**src/rtl/bit_deserializer_pkg.sv**
```systemverilog
// Shared constants and FSM encoding for the bit deserializer.
package bit_deserializer_pkg;

    localparam int DEFAULT_WIDTH = 8;

    typedef enum logic {
        IDLE  = 1'b0,
        SHIFT = 1'b1
    } state_t;

endpackage

```
**src/rtl/deser_shift_reg.sv**
```systemverilog
// LSB-first shift register with bit counter; o_done is asserted combinationally
// during the cycle in which the Nth accepted bit is presented.
module deser_shift_reg
    import bit_deserializer_pkg::*;
#(
    parameter int N  = 8,
    parameter int CW = 4
) (
    input  logic         i_clk,
    input  logic         i_rst_n,
    input  logic         i_d,
    input  logic         i_d_valid,
    output logic         o_done,
    output logic [N-1:0] o_word
);

    state_t          r_state;
    state_t          w_state_nxt;
    logic [CW-1:0]   r_cnt;
    logic [CW-1:0]   w_cnt_nxt;
    logic [N-1:0]    r_shift;
    logic            w_done;

    // New bits enter at the MSB so the first bit ends up at bit 0.
    assign o_word = {i_d, r_shift[N-1:1]};
    assign o_done = w_done;

    always_ff @(posedge i_clk or negedge i_rst_n) begin
        if (!i_rst_n) begin
            r_state <= IDLE;
            r_cnt   <= '0;
            r_shift <= '0;
        end else begin
            r_state <= w_state_nxt;
            r_cnt   <= w_cnt_nxt;
            if (i_d_valid) begin
                r_shift <= o_word;
            end
        end
    end

    always_comb begin
        w_state_nxt = r_state;
        w_cnt_nxt   = r_cnt;
        w_done      = 1'b0;
        if (i_d_valid) begin
            if (r_cnt == CW'(N - 1)) begin
                w_cnt_nxt   = '0;
                w_state_nxt = IDLE;
                w_done      = 1'b1;
            end else begin
                w_cnt_nxt   = r_cnt + CW'(1);
                w_state_nxt = SHIFT;
            end
        end
    end

endmodule

```
**src/rtl/bit_deserializer.sv**
```systemverilog
// Serial-to-parallel deserializer with a one-word output buffer and valid/ready
// handshake. Define BIT_DESERIALIZER_PARITY_EN to add a trailing even-parity bit.
module bit_deserializer
    import bit_deserializer_pkg::*;
#(
    parameter int WIDTH = DEFAULT_WIDTH
) (
    input  logic             clk,
    input  logic             rstb,
    input  logic             d,
    input  logic             d_valid,
    output logic [WIDTH-1:0] q_data,
    output logic             q_valid,
    input  logic             q_ready,
    output logic             overrun,
    output logic             par_err
);

`ifdef BIT_DESERIALIZER_PARITY_EN
    localparam int N = WIDTH + 1;
`else
    localparam int N = WIDTH;
`endif
    localparam int CW = $clog2(WIDTH + 1);

    // Handshake: a word transfers on any edge where q_valid and q_ready are both
    // high; q_ready is ignored while q_valid is low.

    logic             r_rst_meta;
    logic             r_rst_sync;
    logic             w_rst_n;
    logic             w_done;
    logic [N-1:0]     w_word;
    logic             w_load;
    logic             w_drop;
    logic             w_consume;
    logic [WIDTH-1:0] r_q_data;
    logic             r_q_valid;
    logic             r_overrun;

    // Reset asserts immediately but releases two edges later, so no bit is
    // sampled on the edge coincident with rstb rising.
    always_ff @(posedge clk or negedge rstb) begin
        if (!rstb) begin
            r_rst_meta <= 1'b0;
            r_rst_sync <= 1'b0;
        end else begin
            r_rst_meta <= 1'b1;
            r_rst_sync <= r_rst_meta;
        end
    end

    assign w_rst_n = r_rst_sync;

    deser_shift_reg #(
        .N  (N),
        .CW (CW)
    ) u_shift_reg (
        .i_clk     (clk),
        .i_rst_n   (w_rst_n),
        .i_d       (d),
        .i_d_valid (d_valid),
        .o_done    (w_done),
        .o_word    (w_word)
    );

    assign w_consume = r_q_valid & q_ready;
    assign w_load    = w_done & (~r_q_valid | q_ready);
    assign w_drop    = w_done & r_q_valid & ~q_ready;

    always_ff @(posedge clk or negedge w_rst_n) begin
        if (!w_rst_n) begin
            r_q_data  <= '0;
            r_q_valid <= 1'b0;
            r_overrun <= 1'b0;
        end else begin
            r_overrun <= w_drop;
            if (w_load) begin
                r_q_data  <= w_word[WIDTH-1:0];
                r_q_valid <= 1'b1;
            end else if (w_consume) begin
                r_q_valid <= 1'b0;
            end
        end
    end

`ifdef BIT_DESERIALIZER_PARITY_EN
    logic r_par_err;

    // Even parity: XOR over data plus parity bit must be zero.
    always_ff @(posedge clk or negedge w_rst_n) begin
        if (!w_rst_n) begin
            r_par_err <= 1'b0;
        end else if (w_load) begin
            r_par_err <= ^w_word;
        end else if (w_consume) begin
            r_par_err <= 1'b0;
        end
    end

    assign par_err = r_par_err;
`else
    assign par_err = 1'b0;
`endif

    assign q_data  = r_q_data;
    assign q_valid = r_q_valid;
    assign overrun = r_overrun;

endmodule

```
**config.mk**
```make
export PLATFORM = sky130hd
export DESIGN_NAME = bit_deserializer
export DESIGN_NICKNAME = d
export VERILOG_FILES = /design/src/rtl/bit_deserializer_pkg.sv /design/src/rtl/deser_shift_reg.sv /design/src/rtl/bit_deserializer.sv
export SDC_FILE = /design/constraint.sdc
export NUM_CORES = 1
export LEC_CHECK = 0
export CAP_MARGIN = 20
export CORE_MARGIN = 1.5
export CORE_UTILIZATION = 45
export DETAILED_ROUTE_END_ITERATION = 7
export PLACE_DENSITY = 0.72
export SETUP_SLACK_MARGIN = 0.5
export SYNTH_ARGS = -nofsm -noshare
export SYNTH_HDL_FRONTEND = slang
export SYNTH_SLANG_ARGS = --single-unit
```
**constraint.sdc**
```tcl
create_clock -name clk -period 0.9 [get_ports clk]
set_clock_uncertainty 0.2 [all_clocks]
set_input_delay 0.09 -clock clk [delete_from_list [all_inputs] [get_ports clk]]
set_output_delay 0.09 -clock clk [all_outputs]
set_load 0.03 [all_outputs]
```
* Yosys cells after proc, flatten, opt, wreduce, memory -nomap -nowiden
Cells that the tools add are included.
Storage, ports and cells: bits in registers 24, bits of input ports 5, output and inout port bits 11, word-level logic and storage cells 22
Cells by class: add/sub/neg operators 1, eq/ne operators 1, mux-type cells 5, bitwise logic cells 7, reduce and logical (&&, ||, !) cells 1
Operators with widths (count):
- 4-bit by 1-bit adder with 4-bit output (second input constant) | 1
- 1-bit bitwise AND | 4
- 4-bit by 3-bit equality test with 1-bit output (second input constant) | 1
- 1-bit 2-to-1 mux | 4
- 4-bit 2-to-1 mux | 1
- 1-bit NOT | 2
- 2-bit nonzero test | 1
- 1-bit bitwise OR | 1

* Longest topological paths before layout
word-level depth 5, depth in mapped cells 5, gate-level depth less buffers 4

* Hierarchy
Synthesis repeated with hierarchy kept, for this count alone.
Second synthesis, totals: cells, all modules 60, area total of the unflattened synthesis 930.9 µm²
By module, submodules not included:
- bit_deserializer | times used 1, cells each 28, area an instance 471.7 µm², sequential area each 300.3 µm²
- deser_shift_reg | times used 1, cells each 32, area an instance 459.2 µm², sequential area each 275.3 µm²

* Worst setup path after synthesis
No wires, ideal clock.
kind flip-flop to flip-flop, start register u_shift_reg.r_cnt[0], end register r_q_data[0], in the netlist q_data[0], setup time 125 ps, arrival 1272 ps, required time 575 ps, setup slack -697 ps, cell stages (with the launch flop) 6, path buffers 1, period minus slack after synthesis 1597 ps, path through dfrtp_1 -> ha_1 -> nand4b_2 -> nor2b_2 -> buf_6 -> mux2_4
On the way: word-level cells in the longest chain between the ends 4
Ends and longest elaborated chain:
- from (decl) | line deser_shift_reg.sv:19 | logic [CW-1:0] r_cnt;
- from (signal assigned) | line deser_shift_reg.sv:35 | r_cnt <= w_cnt_nxt;
- 4-bit by 3-bit equality test with 1-bit output | line deser_shift_reg.sv:47 | if (r_cnt == CW'(N - 1)) begin
- 1-bit 2-to-1 mux | line deser_shift_reg.sv:47
- 1-bit 2-to-1 mux | line deser_shift_reg.sv:46 | if (i_d_valid) begin
- 1-bit bitwise AND | line bit_deserializer.sv:68 | assign w_load = w_done & (~r_q_valid | q_ready);
- to (signal assigned) | line bit_deserializer.sv:79 | r_q_data <= w_word[WIDTH-1:0];
- to (decl) | line bit_deserializer.sv:37 | logic [WIDTH-1:0] r_q_data;
No other way between the ends. A chain may end at the register's enable or synchronous reset.

* Final worst setup path
start register u_shift_reg.r_cnt[0], end register r_q_data[6], in the netlist q_data[6]
The elaborated chain is that of the path after synthesis.

==> out/qor.csv <==
stage,metric,value,unit
global_routing,antenna violations before repair,0,
clocking,CTS tree,built,
floorplanning,die height,48.2,um
synthesis,Synth top cells by count,"23 x dfrtp_1, 8 x mux2_2, 8 x mux2_4",
pwr,Leak Pwr,0.736,nW
synthesis,top cell type's share of synthesized area,0.626,
floorplanning,Core ar.,1940,um^2
sta,hold_ws,-0.262,ns
finish,fin nets,108,
global_routing,first-pass GRT wire length,2700,um
floorplanning,I/O pin count,16,
critical_path,arrival time worst endpoint,1.58,ns
synthesis,number of synthesized register bits,23,
floorplanning,Die ar.,2320,um^2
detailed_routing,vias per inst,4.71,
synthesis,syn avg cell area,15.6,um^2
synthesis,Synthesized Nets,65,
finish,share of cells above drive strength 1,0.653,
clocking,CTS Buf Count,3,
sta,Fin Setup TNS,-11.60,ns
pwr,switch share,0.329,
synthesis,Netlist Area Pre-Place,920,um^2
critical_path,Critical Setup Path Class,register to register,
clocking,Num Clock Sinks,23,
placement,GP Congestion,0.621,
finish,Area growth syn-to-layout,60.5,%
clocking,clock tree buffer depth,2,
critical_path,Reg2Reg Setup Slack,-0.69,ns
critical_path,Worst setup EP type,register,
floorplanning,Core Rows,16,
synthesis,post-synth cell types,21,
global_routing,total grt overflow,0,
synthesis,Yosys Warn Count,0,
detailed_routing,drt first-iter violations,2,
sta,Setup WS post-layout,-0.689,ns
synthesis,ys flop type,dfrtp_1,
sta,Final Cycle Share,1.77,
pwr,Power Density,2980,nW/um^2
global_routing,vias in the first global route,589,
clocking,clk slew on worst S/H paths,0.12,ns
sta,Fin. Hold Viols,2,
synthesis,Mapped Cells,59,
synthesis,cells taking the most area after synthesis,"dfrtp_1 63%, mux2_4 13%, mux2_2 9.8%, nand4b_2 1.6%, ha_1 1.4%",
pwr,clock network fraction of design power,0.103,
synthesis,async set-reset flop share out of synthesis,1.00,
synthesis,"Seq/Total Area, Yosys",0.626,
floorplanning,Die W,48.2,um
pwr,sequential power share,0.379,
critical_path,startpoint types,register,
detailed_routing,ANT nets after route,0,
placement,pre-CTS setup slack,-0.783,ns
pwr,Combinational Power Share,0.518,
clocking,clk_lat worst skew,0.30,ns
outcome,failing checks,"hold timing, setup timing",
sta,Period minus WS final,1.59,ns
sta,"Slew Viols, Final",0,
placement,# port buffers,14,
detailed_routing,mean routed wirelength per cell,13.6,um
clocking,CTS Root Cell,clkbuf_4,
detailed_routing,via count,603,
placement,DP Wirelength,916,um
floorplanning,Starting Density,0.474,
pwr,Int Pwr,2.95,mW
min_path,hold crit path type,primary input to async pin,
global_routing,pin count of the biggest net entering global routing,14,
pwr,total design power,4.40,mW
clocking,H-tree Lvls,1,
synthesis,"EDFF count, synth",0,
finish,ant diodes,0,
global_routing,Total GRT Usage,0.175,
outcome,run status,finished with violations,
sta,f_max,629,MHz
detailed_routing,final WL,1740,um
critical_path,Worst Path Max Fanout,8,
synthesis,most frequent cell after synthesis,dfrtp_1,
synthesis,Yosys top cell by area,dfrtp_1,
detailed_routing,number of detailed-route iterations in the first pass,4,
sta,Final Setup Violations,31,
pwr,worst vdd ir,2.14,mV
detailed_routing,DRC,0,
critical_path,"Req. time, crit path",0.90,ns
flow_run,Max-cap violations,0,
pwr,sw power,1.45,mW
sta,RSZ-0062 raised after global routing,true,
finish,fin util,0.760,
-- final timing paths --
check / from / end / cells past startpoint
setup / recovery: u_shift_reg.r_cnt[0] / q_data[6] / 5
hold / removal: rstb / r_rst_sync / 1
setup reg to reg: u_shift_reg.r_cnt[0] / q_data[6] / 5
hold reg to reg: r_rst_sync / q_data[4] / 1
max in group asynchronous: r_rst_sync / u_shift_reg.r_cnt[1] / 2
min in group clk: r_rst_meta / r_rst_sync / 0
-- metal layers --
layer	GRT usage	wire (um)
met4	0.0649	32
met3	0.0222	52
met1	0.248	746
met2	0.276	907
met5	0	0
-- cell families after synthesis --
| group | count (synthesis) | synth area share |
|---|---|---|
| buffers and inverters | 4 | 0.0299 |
| xor gates and xnor gates | 1 | 0.00953 |
| muxes | 16 | 0.229 |
| other | 2 | 0.00817 |
| AOI/OAI and AO/OA | 2 | 0.0136 |
| DFF | 23 | 0.626 |
| and+or+nand+nor | 10 | 0.0707 |
| adders and majority gates | 1 | 0.0136 |
-- flip-flops by register name, indices dropped and copies added (netlist names) --
signal               cells
overrun                  1
q_data                   8
q_valid                  1
r_rst_meta               1
r_rst_sync               1
u_shift_reg.r_cnt        4
u_shift_reg.r_shift      7
-- critical path: stages (launching register included) --
cell and delay, ns:
dfrtp_1 0.42, ha_4 0.17, nand4b_4 0.12, nor2b_4 0.14, buf_12 0.14, mux2_4 0.30
-- cell usage in the layout (no fill, tap or decap), drive strengths merged --
cell type,Yosys,layout
a21o,1,1
buf,3,37
clkbuf,0,3
clkdlybuf4s50,0,3
clkinv,0,1
conb,2,2
dfrtp,23,23
dlygate4sd2,0,1
ha,1,1
inv,1,1
mux2,16,16
nand2,2,2
nand2b,1,1
nand3,1,1
nand3b,1,1
nand4,1,1
nand4b,1,1
nor2,1,1
nor2b,1,1
nor3,1,1
o21ai,1,1
xnor2,1,1
-- power groups by stage --
| stage | logic, mW | clock network (mW) | registers (mW) |
|---|---|---|---|
| 2_1_floorplan | 0.638 | 0 | 2.00 |
| 5_1_grt | 2.41 | 0.496 | 1.71 |
| 3_3_place_gp | 1.61 | 0 | 1.64 |
| 6_report | 2.28 | 0.452 | 1.67 |
| 4_1_cts | 2.23 | 0.464 | 1.65 |
| 3_5_place_dp | 1.65 | 0 | 1.66 |
-- timing repair --
action,in CTS,in global routing
pin swaps,5,1
buffers inserted,15,0
endpoints found under the setup margin,53,53
cloned,2,0
gates resized for setup,35,3
hold endpoints to repair,2,2
-- stage by stage --
| stage | instance area, um^2 | instances |
|---|---|---|
| 2_1_floorplan | 953 | 59 |
| 3_3_place_gp | 1160 | 107 |
| 3_5_place_dp | 1160 | 107 |
| 4_1_cts | 1470 | 128 |
| 5_1_grt | 1480 | 128 |
| 6_report | 1480 | 128 |
-- final cells by class --
class                      count  area (um^2)
sequential                    23          582
fill                         127          465
timing repair buffer          41          444
multi-input combinational     32          385
tap                           27         33.8
clock buffer                   3         22.5
clock inverter                 1         5.00
inverter                       1         3.75
No activity file was read; power rests on OpenSTA's default activity.
